===== config.mk =====
export PLATFORM = sky130hd
export DESIGN_NAME = rr_timeout_arbiter
export DESIGN_NICKNAME = d
export VERILOG_FILES = /design/src/rtl/rr_timeout_arbiter.sv
export SDC_FILE = /design/constraint.sdc
export NUM_CORES = 1
export LEC_CHECK = 0
export CORE_MARGIN = 5
export CORE_UTILIZATION = 60
export CTS_BUF_LIST = sky130_fd_sc_hd__clkbuf_8
export CTS_CLUSTER_DIAMETER = 100
export DETAILED_ROUTE_END_ITERATION = 16
export PLACE_DENSITY = 0.95
export SLEW_MARGIN = 20
export SYNTH_ARGS = -nofsm -noshare
export SYNTH_HDL_FRONTEND = slang
export SYNTH_SLANG_ARGS = --single-unit

===== constraint.sdc =====
create_clock -name clk -period 15.82 [get_ports clk]
set_input_delay 3.164 -clock clk [delete_from_list [all_inputs] [get_ports clk]]
set_output_delay 3.164 -clock clk [all_outputs]
set_load 0.05 [all_outputs]

===== src/rtl/rr_timeout_arbiter.sv =====
// Round-robin arbiter for NPORTS router inputs with per-port, header-loaded grant timeouts.
// Optional `ARB_STATS_EN adds saturating timeout / new-grant event counters.
module rr_timeout_arbiter #(
  parameter int NPORTS    = 5,
  parameter int LEN_W     = 12,
  parameter int FID_W     = 3,
  parameter int HEADER_ID = 1,
  parameter int IDX_W     = $clog2(NPORTS)
) (
  input  logic                      clk,
  input  logic                      rst,
  input  logic [NPORTS-1:0]         req,
  input  logic [NPORTS*FID_W-1:0]   flit_id,
  input  logic [NPORTS*LEN_W-1:0]   length,
  output logic [NPORTS-1:0]         grant,
  output logic                      grant_valid,
  output logic [IDX_W-1:0]          grant_idx,
  output logic                      timeout
`ifdef ARB_STATS_EN
  ,
  output logic [15:0]               timeout_cnt,
  output logic [15:0]               grant_cnt
`endif
);

  typedef enum logic {IDLE, GRANT} state_t;

  state_t             state, state_nxt;
  logic [LEN_W-1:0]   limit [NPORTS];
  logic [IDX_W-1:0]   ptr, ptr_nxt;
  logic [LEN_W-1:0]   count, count_nxt;
  logic [LEN_W:0]     count_inc;
  logic [NPORTS-1:0]  grant_nxt;
  logic [NPORTS-1:0]  cand;
  logic [IDX_W-1:0]   idx_nxt;
  logic [IDX_W:0]     pick_res;
  logic               timeout_nxt;
  logic               new_grant;
  logic               expire;

  // Returns {found, index} of the first set bit of r searching p+1, p+2, ... modulo NPORTS.
  function automatic logic [IDX_W:0] pick(input logic [NPORTS-1:0] r, input logic [IDX_W-1:0] p);
    logic [IDX_W:0] res;
    int             c;
    res = '0;
    for (int k = NPORTS; k >= 1; k--) begin
      c = (int'(p) + k) % NPORTS;
      if (r[c]) res = {1'b1, IDX_W'(c)};
    end
    return res;
  endfunction

  for (genvar i = 0; i < NPORTS; i++) begin : g_limit
    always_ff @(posedge clk or negedge rst) begin
      if (!rst) limit[i] <= '0;
      else if (flit_id[i*FID_W +: FID_W] == FID_W'(HEADER_ID)) limit[i] <= length[i*LEN_W +: LEN_W];
    end
  end

  // In GRANT the registered grant is the owner's one-hot, so masking it excludes the owner.
  assign cand      = req & ~grant;
  assign pick_res  = pick(cand, ptr);
  assign count_inc = {1'b0, count} + {{LEN_W{1'b0}}, 1'b1};
  assign expire    = (state == GRANT) && req[ptr] && (limit[ptr] != '0) &&
                     (count_inc >= {1'b0, limit[ptr]});

  always_comb begin
    state_nxt   = state;
    ptr_nxt     = ptr;
    count_nxt   = count;
    grant_nxt   = grant;
    idx_nxt     = grant_idx;
    timeout_nxt = 1'b0;
    new_grant   = 1'b0;
    case (state)
      IDLE: begin
        if (pick_res[IDX_W]) new_grant = 1'b1;
      end
      GRANT: begin
        if (!req[ptr] || expire) begin
          timeout_nxt = expire;
          if (pick_res[IDX_W]) begin
            new_grant = 1'b1;
          end else begin
            state_nxt = IDLE;
            grant_nxt = '0;
            idx_nxt   = '0;
          end
        end else if (!(&count)) begin
          count_nxt = count + 1'b1;
        end
      end
      default: state_nxt = IDLE;
    endcase
    if (new_grant) begin
      state_nxt          = GRANT;
      ptr_nxt            = pick_res[IDX_W-1:0];
      count_nxt          = '0;
      grant_nxt          = '0;
      grant_nxt[ptr_nxt] = 1'b1;
      idx_nxt            = ptr_nxt;
    end
  end

  always_ff @(posedge clk or negedge rst) begin
    if (!rst) begin
      state       <= IDLE;
      ptr         <= IDX_W'(NPORTS - 1);
      count       <= '0;
      grant       <= '0;
      grant_valid <= 1'b0;
      grant_idx   <= '0;
      timeout     <= 1'b0;
    end else begin
      state       <= state_nxt;
      ptr         <= ptr_nxt;
      count       <= count_nxt;
      grant       <= grant_nxt;
      grant_valid <= |grant_nxt;
      grant_idx   <= idx_nxt;
      timeout     <= timeout_nxt;
    end
  end

`ifdef ARB_STATS_EN
  always_ff @(posedge clk or negedge rst) begin
    if (!rst) begin
      timeout_cnt <= '0;
      grant_cnt   <= '0;
    end else begin
      if (timeout_nxt && timeout_cnt != 16'hFFFF) timeout_cnt <= timeout_cnt + 16'd1;
      if (new_grant && grant_cnt != 16'hFFFF)     grant_cnt   <= grant_cnt + 16'd1;
    end
  end
`endif

endmodule


After elaboration in Yosys (flattened, before gate mapping)

Cells that the tools add are included.

Order comparisons: 10
Equality and inequality tests: 8
Reductions and logical operators: 13
Add/subtract/negate cells: 7
Bitwise operators: 4
Multiplexer cells: 47
Divide/modulo/power cells: 5

Operators by type and width:

| kind                                                                           | count |
|---|---|
| 32-bit by 5-bit less-than comparator with 1-bit output (second input constant) | 5 |
| 32-bit by 4-bit modulo with 32-bit output (second input constant)              | 5 |
| 12-bit two-way mux                                                             | 6 |
| 12-bit binary-select mux with 3-bit select                                     | 1 |
| 4-bit two-way mux                                                              | 5 |
| 5-bit two-way mux                                                              | 4 |
| 1-bit two-way mux                                                              | 19 |
| 1-bit binary-select mux with 3-bit select                                      | 6 |
| 3-bit by 1-bit == test with 1-bit output (second input constant)               | 5 |
| 12-bit by 1-bit adder with 13-bit output (second input constant)               | 1 |
| 13-bit by 12-bit greater-or-equal comparator with 1-bit output                 | 1 |
| 12-bit by 1-bit adder with 12-bit output (second input constant)               | 1 |
| 3-bit two-way mux                                                              | 4 |
| 12-bit AND reduction                                                           | 1 |
| 12-bit nonzero test                                                            | 1 |
| 3-bit by 2-bit adder with 4-bit output (second input constant)                 | 2 |
| 3-bit by 3-bit adder with 4-bit output (second input constant)                 | 2 |
| 3-bit by 4-bit less-than comparator with 1-bit output (second input constant)  | 2 |
| 3-bit AND reduction                                                            | 2 |
| 5-bit bitwise AND                                                              | 1 |
| 5-bit NOT                                                                      | 1 |
| 5-bit OR reduction                                                             | 1 |
| 3-bit by 1-bit adder with 4-bit output (second input constant)                 | 1 |
| 4-bit greater-or-equal comparator (second input constant)                      | 1 |
| other kinds (11)                                                               | 16 |

Bits of input ports: 82
Flip-flop bits (word level): 86
Word-level logic and storage cells: 106

Depth between registers and ports, before layout

Gate-level depths: netlist of run 1.

Word-level depth: 16
Gate-level depth with buffers: 23
Depth with buffers taken out: 18

Least setup slack after synthesis of run 1

OpenSTA, ideal clock, no wires.

Path kind: input to register
Start: in req[1]
End: reg grant[0]
Setup time: 0.122 ns
Stages: 10
Path buffers: 0
Path slack: 10.335 ns
Required time: 15.698 ns
Arrival: 5.364 ns
Path through: nand2b_1 -> mux2i_1 -> mux4_2 -> and2_1 -> nor2_1 -> nand2_1 -> or4_4 -> and2_4 -> and2_1 -> a32o_1

Word-level cells in the longest chain between the ends: 14

RTL lines:

| element                                                                                                                                                     | RTL line | text |
|---|---|---|
| start, declared                                                                                                                                             | 12       | `input logic [NPORTS-1:0] req,` |
| 5-bit bitwise AND                                                                                                                                           | 61       | `assign cand = req & ~grant;` |
| 1-bit binary-select mux with 3-bit select                                                                                                                   | 48       | `if (r[c]) res = {1'b1, IDX_W'(c)};` |
| 1-bit two-way mux (not written as such) (2 in a row)                                                                                                        | 48       |  |
| 4-bit two-way mux (5 in a row)                                                                                                                              | 48       |  |
| 3-bit by 4-bit less-than comparator with 1-bit output (not written as such) or 3-bit by 1-bit greater-or-equal comparator with 1-bit output (tied branches) | 100      | `grant_nxt[ptr_nxt] = 1'b1;` |
| 1-bit logical AND (not written as such)                                                                                                                     | 100      |  |
| 1-bit two-way mux (not written as such)                                                                                                                     | 100      |  |
| 1-bit demux with 3-bit select                                                                                                                               | 100      |  |
| 5-bit two-way mux *                                                                                                                                         | 95       | `if (new_grant) begin` |
| named net grant_nxt[0]                                                                                                                                      | 33       | `logic [NPORTS-1:0] grant_nxt;` |
| end signal, assigned                                                                                                                                        | 118      | `grant <= grant_nxt;` |
| end, declared                                                                                                                                               | 15       | `output logic [NPORTS-1:0] grant,` |

Mark *: on every way through the listed nets, which the timed path passes. The rest lies on a longest branch. The select of a mux whose other input is x is not followed.
A chain may end at the register's enable or synchronous reset.

Worst setup path after layout of run 1

Ends and elaborated chain as after synthesis.

==> qor.csv, run 1 <==
stage,metric,value,unit
run_status,status,"complete, no violations",
flow_run,# Max-Cap Violations,0,
setup_path,Worst setup SP type,input pin,
place,DP Cell Count,791,
cells_and_area,share of cells above drive strength 1,18.2,%
timing,Tightest Pin Transition,1.05,ns
grt,initial antenna violation count,0,
synth,syn nets,708,
timing,final hold violations,0,
clock_network,clk sinks,86,
timing,Final setup viols,0,
synth,post-synthesis register bit count,86,
place,I/O Buffers,91,
floorplanning,I/O pin count,92,
clock_network,CTS tree,built,
clock_network,TritonCTS Buffers,9,
routing,# DRC,0,
synth,leading area contributor after synthesis,dfrtp_1,
clock_network,Post-CTS Resized,0,
floorplanning,die area,12400,um^2
setup_path,crit end category,flop,
setup_path,critical path's largest stage delay,0.56,ns
synth,Synth cell types,78,
clock_network,# hold bufs at CTS,0,
setup_path,Worst Path Required,16.07,ns
timing,Pins Over Slew Limit,0,
setup_path,crit path cell chain,clkdlybuf4s50_1 > nand2b_1 > mux2i_1 > mux4_2 > and2_1 > nor2_1 > nand2_1 > or4_4 > and2_4 > and2_1 > a32o_1,
setup_path,worst reg2reg startpoint,ptr[0],
clock_network,root buf cell,clkbuf_8,
timing,RSZ-0062 raised after global routing,no,
routing,DRT iter0 DRCs,558,
synth,"Top FF cell, synth",dfrtp_1,
min_path,Worst Hold Launch,grant_idx[2],
place,GPL Wtd Cong,0.928,
timing,setup TNS,0,ns
grt,largest net degree at the start of global routing,87,
synth,register area share after synthesis,34.9,%
floorplanning,starting density of the core,60.6,%
place,dpl hpwl,12.6,mm
cells_and_area,synthesis-to-layout area growth,19.1,%
routing,Post-DRT Antenna Nets,0,
setup_path,WS Path Type,input pin to flop,
timing,Hold Worst Slack,0.499,ns
synth,number of flops mapped to enable cells by yosys,0,
synth,asr flop ratio synth,100,%
timing,fmax,0.167,GHz
routing,drt pass-1 iters,6,
clock_network,Post-CTS Setup Repair Bufs,0,
grt,grt ovf,0,
setup_path,Critical path origin,req[1],
clock_network,Clock Path Buffers,2,
synth,Synth Cell Area,6170,um^2
floorplanning,Die W,111,um
grt,vias in the first global route,5466,
cells_and_area,Non-Filler Instances,806,
place,pre-CTS setup slack,9.53,ns
synth,Synth Instances,590,
timing,Final period util,37.8,%
min_path,Hold/Removal Path Class,flop to flop,
synth,post-synth top area share,34.5,%
floorplanning,CORE AREA,10200,um^2
routing,via count,5354,
timing,Setup Skew,0.0144,ns
timing,crit path time final,5.97,ns
clock_network,H-tree depth,3,
cells_and_area,fill count,695,
pwr,Pwr per Cell Area,238,nW/um^2
setup_path,CP arrival,6.22,ns
synth,Synth area leaders,"dfrtp_1, mux2_2, ha_1",
clock_network,"CTS clk-pin slew, worst paths",0.09,ns
floorplanning,FP Rows,37,
floorplanning,Die Y,111,um
setup_path,Worst path slowest cell,or4_4,
routing,vias per inst,6.64,
synth,Avg Inst Size Synth,10.5,um^2
synth,Syn. warnings,0,
timing,relative slew slack,29.6,%
timing,"Worst Setup Slack, final",9.85,ns
clock_network,worst-skew pair later-pin latency,0.36,ns
pwr,Worst VDD drop,0.141,mV
pwr,Pleak,3.10,nW
setup_path,"most used cell, CP",and2_1,
grt,first-pass GRT wire length,28.4,mm
cells_and_area,post-layout net count,784,
setup_path,"Max FO, Critical Path",11,
routing,Avg WL per Cell,21.6,um
routing,"wirelength, routed",17.4,mm
cells_and_area,diode count,0,
grt,All-Layer GR Usage,28.4,%
-- cell usage after synthesis (all sizes together), types with 3 or more instances --
cell	n
a211oi	5
or4	4
and2	5
nor3b	9
or2	4
o211a	5
xnor2	12
a22o	8
buf	15
xor2	9
mux2	64
nand2	30
o21ai	21
o31ai	3
a211o	3
nor3	16
mux4	16
clkbuf	15
nand3	12
o211ai	6
a21o	11
o22ai	3
nand3b	3
and3	7
dfrtp	85
a21oi	28
nor4	7
a31oi	6
or3	3
o32a	3
nor2	32
ha	36
nor2b	10
a311oi	5
inv	16
o21a	5
nand2b	17
a22oi	12
a32o	3
mux2i	10
-- cells by family after synthesis --
group	count (synthesis)	synth area share, %
compound gates	144	17.2
xor+xnor	21	3.41
fa+ha+maj	36	7.30
buf+inv	48	3.51
flops	86	34.9
mux	90	19.2
simple gates	165	14.5
-- worst max-delay path, delay by kind of cell --
| family | cells | cell delay [ns] |
|---|---|---|
| buffers and inverters | 1 | 0.44 |
| and+or+nand+nor | 7 | 1.73 |
| muxes | 2 | 0.64 |
| AOI/OAI and AO/OA | 1 | 0.25 |
-- area by class of cell --
cell class	instances	area [um^2]	share of cell area (%)
clock inverter	6	63.8	0.868
timing repair buffer	95	942	12.8
inverter	18	70.1	0.953
clock buffer	9	124	1.68
tap	136	170	2.31
multi-input combinational	456	3830	52.1
sequential	86	2150	29.3
-- metal layers --
metal	vias up	part of all wire, %	track usage, %
li1	2366	-	-
met1	2622	39	35.2
met2	296	49	47.4
met3	70	8.3	6.85
met4	0	3.9	12.6
met5	-	0	0
-- path summary, 6_finish.rpt --
| path | to | slack [ns] | depth (start not counted) |
|---|---|---|---|
| setup / recovery | grant[0] | 9.85 | 11 |
| setup reg to reg | grant[0] | 10.14 | 16 |
| max in group asynchronous | limit[15] | 12.42 | 1 |
| min in group asynchronous | grant_idx[0] | 2.80 | 1 |
| hold / removal | grant_idx[2] | 0.50 | 1 |
| hold reg to reg | grant_idx[2] | 0.50 | 1 |
-- metrics by stage --
stage / total power [mW] / area [um^2] / utilization (%)
final: 1.75 / 7350 / 72.2
after global routing: 1.88 / 7350 / 72.2
after CTS: 1.72 / 7340 / 72.1
after detailed placement: 1.56 / 7160 / 70.3
after global placement: 1.51 / 7160 / 70.3
after floorplan: 1.29 / 6170 / -
-- state kept, by name, summed over array words and instances, names as in the netlist --
| name | count |
|---|---|
| limit | 60 |
| count | 12 |
| grant | 5 |
| grant_idx | 3 |
| ptr | 3 |
| grant_valid | 1 |
| state | 1 |
| timeout | 1 |
-- power breakdown --
group          switching [mW]  total [mW]  internal, mW
combinational           0.753        1.28         0.528
sequential             0.0421       0.316         0.274
clock                  0.0780       0.150        0.0721
total                   0.874        1.75         0.874
-- cells in the final DEF, fill, tap and decap left out, drive strengths merged, types with 4 or more instances in the layout --
cell type / netlist / layout
clkdlybuf4s50: 0 / 90
dfrtp: 85 / 85
mux2: 64 / 64
ha: 36 / 36
nor2: 32 / 32
nand2: 30 / 30
a21oi: 28 / 28
o21ai: 21 / 21
inv: 16 / 18
nand2b: 17 / 17
mux4: 16 / 16
nor3: 16 / 16
nand3: 12 / 12
a22oi: 12 / 12
xnor2: 12 / 12
a21o: 11 / 11
nor2b: 10 / 10
mux2i: 10 / 10
xor2: 9 / 9
clkbuf: 15 / 9
nor3b: 9 / 9
a22o: 8 / 8
and3: 7 / 7
nor4: 7 / 7
o211ai: 6 / 6
a31oi: 6 / 6
o211a: 5 / 5
a211oi: 5 / 5
o21a: 5 / 5
and2: 5 / 5
buf: 15 / 5
a311oi: 5 / 5
or2: 4 / 4
or4: 4 / 4
clkinv: 2 / 4
No activity file was read; power rests on OpenSTA's default activity.
==> run 2: changes to the inputs <==
--- a/config.mk
+++ b/config.mk
@@ -6,11 +6,11 @@
 export NUM_CORES = 1
 export LEC_CHECK = 0
 export CORE_MARGIN = 5
-export CORE_UTILIZATION = 60
+export CORE_UTILIZATION = 57
 export CTS_BUF_LIST = sky130_fd_sc_hd__clkbuf_8
 export CTS_CLUSTER_DIAMETER = 100
 export DETAILED_ROUTE_END_ITERATION = 16
-export PLACE_DENSITY = 0.95
+export PLACE_DENSITY = 0.93
 export SLEW_MARGIN = 20
 export SYNTH_ARGS = -nofsm -noshare
 export SYNTH_HDL_FRONTEND = slang
==> constraint.sdc (replaced) <==
create_clock -name clk -period 5.55 [get_ports clk]
set_input_delay 1.11 -clock clk [delete_from_list [all_inputs] [get_ports clk]]
set_output_delay 1.11 -clock clk [all_outputs]
set_load 0.05 [all_outputs]
==> qor.csv, run 2 (synthesis gave the netlist of run 1 again) <==
stage,metric,value,unit,change
run_status,status,"complete, no violations",,unchanged
cells_and_area,synthesis-to-layout area growth,21.0,%,was 19.1%
floorplanning,Die W,114,um,was 111 um
floorplanning,CORE AREA,10700,um^2,"was 10,200 um^2"
timing,Setup Skew,0.00997,ns,was 0.0144 ns
clock_network,Post-CTS Setup Repair Bufs,0,,unchanged
floorplanning,I/O pin count,92,,unchanged
routing,DRT iter0 DRCs,589,,was 558
routing,"wirelength, routed",18.0,mm,was 17.4 mm
pwr,Pleak,3.16,nW,was 3.10 nW
timing,fmax,0.204,GHz,
pwr,Pwr per Cell Area,690,nW/um^2,was 238 nW/um^2
clock_network,clk sinks,86,,unchanged
setup_path,WS Path Type,flop to flop,,was input pin to flop
grt,All-Layer GR Usage,28.5,%,was 28.4%
floorplanning,starting density of the core,57.5,%,was 60.6%
clock_network,root buf cell,clkbuf_8,,unchanged
place,pre-CTS setup slack,0.726,ns,was 9.53 ns
setup_path,CP arrival,5.16,ns,was 6.22 ns
place,dpl hpwl,13.1,mm,was 12.6 mm
flow_run,# Max-Cap Violations,0,,unchanged
setup_path,"Max FO, Critical Path",15,,was 11
routing,vias per inst,6.64,,about the same
cells_and_area,"commonest non-fill, non-tap cell in the layout",clkdlybuf4s50_1,,unchanged
setup_path,Worst Path Required,5.81,ns,was 16.07 ns
timing,RSZ-0062 raised after global routing,no,,unchanged
timing,setup TNS,0,ns,unchanged
grt,initial antenna violation count,0,,unchanged
cells_and_area,max reg flops,60,,unchanged
clock_network,worst-skew pair later-pin latency,0.37,ns,was 0.36 ns
place,I/O Buffers,91,,unchanged
clock_network,"CTS clk-pin slew, worst paths",0.09,ns,about the same
timing,Final setup viols,0,,unchanged
timing,Final period util,88.4,%,
cells_and_area,Top Registers,"limit (60), count (12), grant (5)",,unchanged
timing,relative slew slack,25.1,%,was 29.6%
floorplanning,die area,13000,um^2,"was 12,400 um^2"
min_path,Hold/Removal Path Class,flop to flop,,unchanged
clock_network,CTS tree,built,,unchanged
cells_and_area,diode count,0,,unchanged
pwr,Worst VDD drop,0.403,mV,was 0.141 mV
timing,"Worst Setup Slack, final",0.643,ns,was 9.85 ns
floorplanning,FP Rows,38,,was 37
clock_network,Post-CTS Resized,0,,unchanged
cells_and_area,Largest Register,limit,,unchanged
timing,Pins Over Slew Limit,0,,unchanged
clock_network,TritonCTS Buffers,9,,unchanged
timing,final hold violations,0,,unchanged
routing,drt pass-1 iters,5,,was 6
routing,Post-DRT Antenna Nets,0,,unchanged
cells_and_area,share of cells above drive strength 1,19.3,%,was 18.2%
timing,Tightest Pin Transition,1.12,ns,was 1.05 ns
grt,largest net degree at the start of global routing,87,,unchanged
clock_network,# hold bufs at CTS,0,,unchanged
routing,# DRC,0,,unchanged
place,GPL Wtd Cong,0.923,,was 0.928
cells_and_area,"commonest non-fill, non-tap cells in the layout","clkdlybuf4s50_1, dfrtp_1, mux2_2",,unchanged
clock_network,H-tree depth,3,,unchanged
grt,grt ovf,0,,unchanged
setup_path,Worst setup SP type,flop,,was input pin
setup_path,crit end category,flop,,unchanged
cells_and_area,post-layout net count,792,,was 784
grt,vias in the first global route,5526,,"was 5,466"
clock_network,Clock Path Buffers,2,,unchanged
timing,crit path time final,4.91,ns,
routing,via count,5428,,"was 5,354"
floorplanning,Die Y,114,um,was 111 um
routing,Avg WL per Cell,22.0,um,was 21.6 um
grt,first-pass GRT wire length,29.2,mm,was 28.4 mm
run 2: cell type report:
class                           count  area, um^2
Inverter                           18        70.1
Tap cell                          140         175
Multi-Input combinational cell    456        3830
Sequential cell                    86        2150
Timing Repair Buffer              103        1000
Clock buffer                       10         138
Fill cell                         766        3280
Clock inverter                      5        98.8
run 2: stage by stage:
step / util (%) / hold slack [ns] / std cells / cell area, um^2 / total power, mW
2_1_floorplan: - / 0.475 / 590 / 6170 / 3.68
3_3_place_gp: 67.3 / 0.462 / 803 / 7230 / 4.38
3_5_place_dp: 67.3 / 0.471 / 803 / 7230 / 4.51
4_1_cts: 69.5 / 0.493 / 818 / 7460 / 5.08
5_1_grt: 69.5 / 0.516 / 818 / 7470 / 5.52
6_report: 69.5 / 0.492 / 818 / 7470 / 5.16
run 2: worst max-delay path, cell delays in order, from the launching register on:
cell     delay, ns
dfrtp_1       0.72
inv_1         0.13
ha_1          0.34
xnor2_4       0.33
inv_4         0.12
ha_1          0.22
inv_1         0.05
ha_1          0.23
or4bb_1       0.49
o211a_1       0.21
a21o_1        0.18
o32ai_1       0.22
nand4_1       0.13
o211a_1       0.18
or4_4         0.59
and2_4        0.24
and2_1        0.16
a32o_1        0.25
run 2: per-layer routing:
layer  vias up  global-route usage [%]  wire length (um)
met3        80                    6.08              1310
li1       2390                       -                 -
met5         -                       0                 0
met4         0                    13.0               874
met1      2627                    34.5              6870
met2       331                    48.8              8960
run 2: path summary, 6_finish.rpt:
check	start	end	slack, ns	cells after the start
hold / removal	grant_idx[0]	grant_idx[0]	0.49	1
hold reg to reg	grant_idx[0]	grant_idx[0]	0.49	1
setup / recovery	ptr[1]	grant[0]	0.64	17
setup reg to reg	ptr[1]	grant[0]	0.64	17
max in group asynchronous	rst	ptr[0]	4.23	1
min in group asynchronous	rst	count[6]	0.79	1
run 2: where the power goes:
part | switching [mW] | leakage [nW] | total (mW) | internal, mW
clock network | 0.220 | 0.124 | 0.527 | 0.307
registers | 0.121 | 1.05 | 0.901 | 0.780
logic | 2.18 | 1.99 | 3.73 | 1.55
total | 2.52 | 3.16 | 5.16 | 2.64
==> run 3: changes to the inputs <==
--- a/config.mk
+++ b/config.mk
@@ -6,11 +6,10 @@
 export NUM_CORES = 1
 export LEC_CHECK = 0
 export CORE_MARGIN = 5
-export CORE_UTILIZATION = 57
-export CTS_BUF_LIST = sky130_fd_sc_hd__clkbuf_8
+export CORE_UTILIZATION = 35
 export CTS_CLUSTER_DIAMETER = 100
 export DETAILED_ROUTE_END_ITERATION = 16
-export PLACE_DENSITY = 0.93
+export PLACE_DENSITY = 0.66
 export SLEW_MARGIN = 20
 export SYNTH_ARGS = -nofsm -noshare
 export SYNTH_HDL_FRONTEND = slang
==> qor.csv, run 3 (synthesis gave the netlist of run 1 again) <==
stage,metric,value,unit,change
clock_network,CTS tree,built,,unchanged
run_status,status,"complete, no violations",,unchanged
clock_network,clk sinks,86,,unchanged
place,I/O Buffers,91,,unchanged
timing,"Worst Setup Slack, final",0.588,ns,was 0.643 ns
setup_path,R2R Setup Slk,0.59,ns,was 0.64 ns
setup_path,WS Path Type,flop to flop,,unchanged
clock_network,root buf cell,clkbuf_16,,was clkbuf_8
setup_path,crit path cell chain,buf_4 > ha_1 > a21oi_4 > inv_1 > ha_1 > nand2b_1 > a21oi_4 > o21ai_0 > a211o_1 > a32o_1 > o211a_1 > or4_4 > and2_4 > and2_1 > a32o_1,,was inv_1 > ha_1 > xnor2_4 > inv_4 > ha_1 > inv_1 > ha_1 > or4bb_1 > o211a_1 > a21o_1 > o32ai_1 > nand4_1 > o211a_1 > or4_4 > and2_4 > and2_1 > a32o_1
clock_network,Clock Path Buffers,2,,unchanged
setup_path,R2R cell count,15,,was 17
timing,Tightest Pin Transition,1.06,ns,was 1.12 ns
grt,vias in the first global route,5205,,"was 5,526"
timing,Final period util,89.4,%,was 88.4%
clock_network,# hold bufs at CTS,0,,unchanged
timing,setup TNS,0,ns,unchanged
routing,Post-DRT Antenna Nets,0,,unchanged
cells_and_area,Top Registers,"limit (60), count (12), grant (5)",,unchanged
cells_and_area,Largest Register,limit,,unchanged
routing,wire length on met3,900,um,was 1.31 mm
cells_and_area,diode count,0,,unchanged
timing,final hold violations,0,,unchanged
clock_network,"CTS clk-pin slew, worst paths",0.07,ns,was 0.09 ns
routing,Avg WL per Cell,18.6,um,was 22.0 um
cells_and_area,post-layout net count,791,,was 792
place,pre-CTS setup slack,0.653,ns,was 0.726 ns
cells_and_area,fill count,1615,,was 766
timing,fmax,0.202,GHz,was 0.204 GHz
place,dpl hpwl,13.0,mm,was 13.1 mm
setup_path,crit end category,flop,,unchanged
pwr,Pwr per Cell Area,690,nW/um^2,about the same
grt,first-pass GRT wire length,27.2,mm,was 29.2 mm
clock_network,worst-skew pair later-pin latency,0.34,ns,was 0.37 ns
floorplanning,Die Y,143,um,was 114 um
routing,Metal-1 WL,7.41,mm,was 6.87 mm
clock_network,Post-CTS Setup Repair Bufs,0,,unchanged
floorplanning,I/O pin count,92,,unchanged
routing,vias per inst,5.68,,was 6.64
timing,Final setup viols,0,,unchanged
setup_path,Worst Path Required,5.78,ns,was 5.81 ns
pwr,total power,5.29,mW,was 5.16 mW
grt,initial antenna violation count,0,,unchanged
cells_and_area,"commonest non-fill, non-tap cell in the layout",clkdlybuf4s50_1,,unchanged
routing,drt pass-1 iters,6,,was 5
grt,All-Layer GR Usage,16.6,%,was 28.5%
setup_path,R2R Path End,grant[0],,unchanged
setup_path,CP arrival,5.19,ns,was 5.16 ns
pwr,Worst VDD drop,0.324,mV,was 0.403 mV
cells_and_area,max reg flops,60,,unchanged
setup_path,critical path's largest stage delay,0.60,ns,was 0.72 ns
floorplanning,Die W,143,um,was 114 um
timing,Pins Over Slew Limit,0,,unchanged
floorplanning,starting density of the core,35.7,%,was 57.5%
cells_and_area,"commonest non-fill, non-tap cells in the layout","clkdlybuf4s50_1, dfrtp_1, mux2_2",,unchanged
clock_network,Post-CTS Resized,0,,unchanged
setup_path,Worst path slowest cell,or4_4,,was dfrtp_1
cells_and_area,share of cells above drive strength 1,19.3,%,unchanged
timing,Hold Worst Slack,0.484,ns,was 0.492 ns
pwr,Pleak,3.20,nW,was 3.16 nW
routing,DRT iter0 DRCs,277,,was 589
min_path,Hold/Removal Path Class,flop to flop,,unchanged
floorplanning,FP Rows,48,,was 38
floorplanning,die area,20400,um^2,"was 13,000 um^2"
flow_run,# Max-Cap Violations,0,,unchanged
floorplanning,CORE AREA,17300,um^2,"was 10,700 um^2"
timing,Setup Skew,0.00578,ns,was 0.00997 ns
setup_path,Worst setup SP type,flop,,unchanged
cells_and_area,synthesis-to-layout area growth,24.2,%,was 21.0%
timing,RSZ-0062 raised after global routing,no,,unchanged
min_path,Hold Crit Depth,1,,unchanged
timing,relative slew slack,29.1,%,was 25.1%
timing,crit path time final,4.96,ns,was 4.91 ns
setup_path,worst reg2reg startpoint,ptr[1],,unchanged
routing,# DRC,0,,unchanged
routing,DR WL met2,8.19,mm,was 8.96 mm
clock_network,H-tree depth,3,,unchanged
clock_network,TritonCTS Buffers,9,,unchanged
min_path,Worst Hold Launch,grant_idx[2],,was grant_idx[0]
routing,via count,5128,,"was 5,428"
setup_path,"Max FO, Critical Path",21,,was 15
grt,grt ovf,0,,unchanged
min_path,Hold Path Sink,grant_idx[2],,was grant_idx[0]
routing,DR top layer,met4,,unchanged
routing,"wirelength, routed",16.8,mm,was 18.0 mm
grt,largest net degree at the start of global routing,87,,unchanged
place,GPL Wtd Cong,0.952,,was 0.923
-- run 3: changes by cell type in the layout (fill, tap and decap cells not counted) --
cell       change
clkbuf_16      +9
clkbuf_8       -9
inv_6          +3
nor3b_2        -2
buf_4          -1
bufinv_16      -1
clkinv_2       -1
inv_1          -1
inv_8          +1
nor3b_1        +1
nor3b_4        +1
-- run 3: critical path, delay by kind of cell, from the launching register on --
family / cells / cell delay [ns]
compound gates: 7 / 1.58
buf+inv: 2 / 0.66
simple gates: 4 / 1.23
flops: 1 / 0.50
fa+ha+maj: 2 / 0.88
-- run 3: worst max path at each step --
stage           start  endpoint  slack (ns)  cells after the start
2_1_floorplan  ptr[0]  grant[0]        0.11                     22
3_3_place_gp   ptr[1]  grant[0]        0.86                     18
3_5_place_dp   ptr[1]  grant[0]        0.65                     15
4_1_cts        ptr[1]  grant[0]        0.64                     18
5_1_grt        ptr[1]  grant[0]        0.31                     18
6_report       ptr[1]  grant[0]        0.59                     15
-- run 3: power by group --
| group | leakage [nW] | internal, mW | switching, mW |
|---|---|---|---|
| Combinational | 1.99 | 1.55 | 2.16 |
| Sequential | 1.05 | 0.782 | 0.119 |
| Clock | 0.166 | 0.415 | 0.265 |
| Total | 3.20 | 2.74 | 2.55 |
-- run 3: area by class of cell --
| class | count | area (um^2) | share of cell area [%] |
|---|---|---|---|
| clock buffers | 10 | 239 | 3.12 |
| clock inverters | 6 | 97.6 | 1.27 |
| inverters | 18 | 70.1 | 0.914 |
| multi-input cells | 456 | 3830 | 50.0 |
| flip-flops and latches | 86 | 2150 | 28.1 |
| well taps | 225 | 282 | 3.67 |
| repair buffers | 102 | 995 | 13.0 |
-- run 3: layer usage --
metal / vias to the layer above / global-route usage, %
met5: - / 0
met4: 0 / 5.20
met3: 26 / 3.05
met2: 160 / 28.1
met1: 2541 / 21.5
li1: 2401 / -
-- run 3: through the flow --
step	instances	cell area [um^2]	utilization (%)
2_1_floorplan	590	6170	-
3_3_place_gp	887	7320	42.3
3_5_place_dp	887	7320	42.3
4_1_cts	903	7660	44.3
5_1_grt	903	7670	44.3
6_report	903	7670	44.3
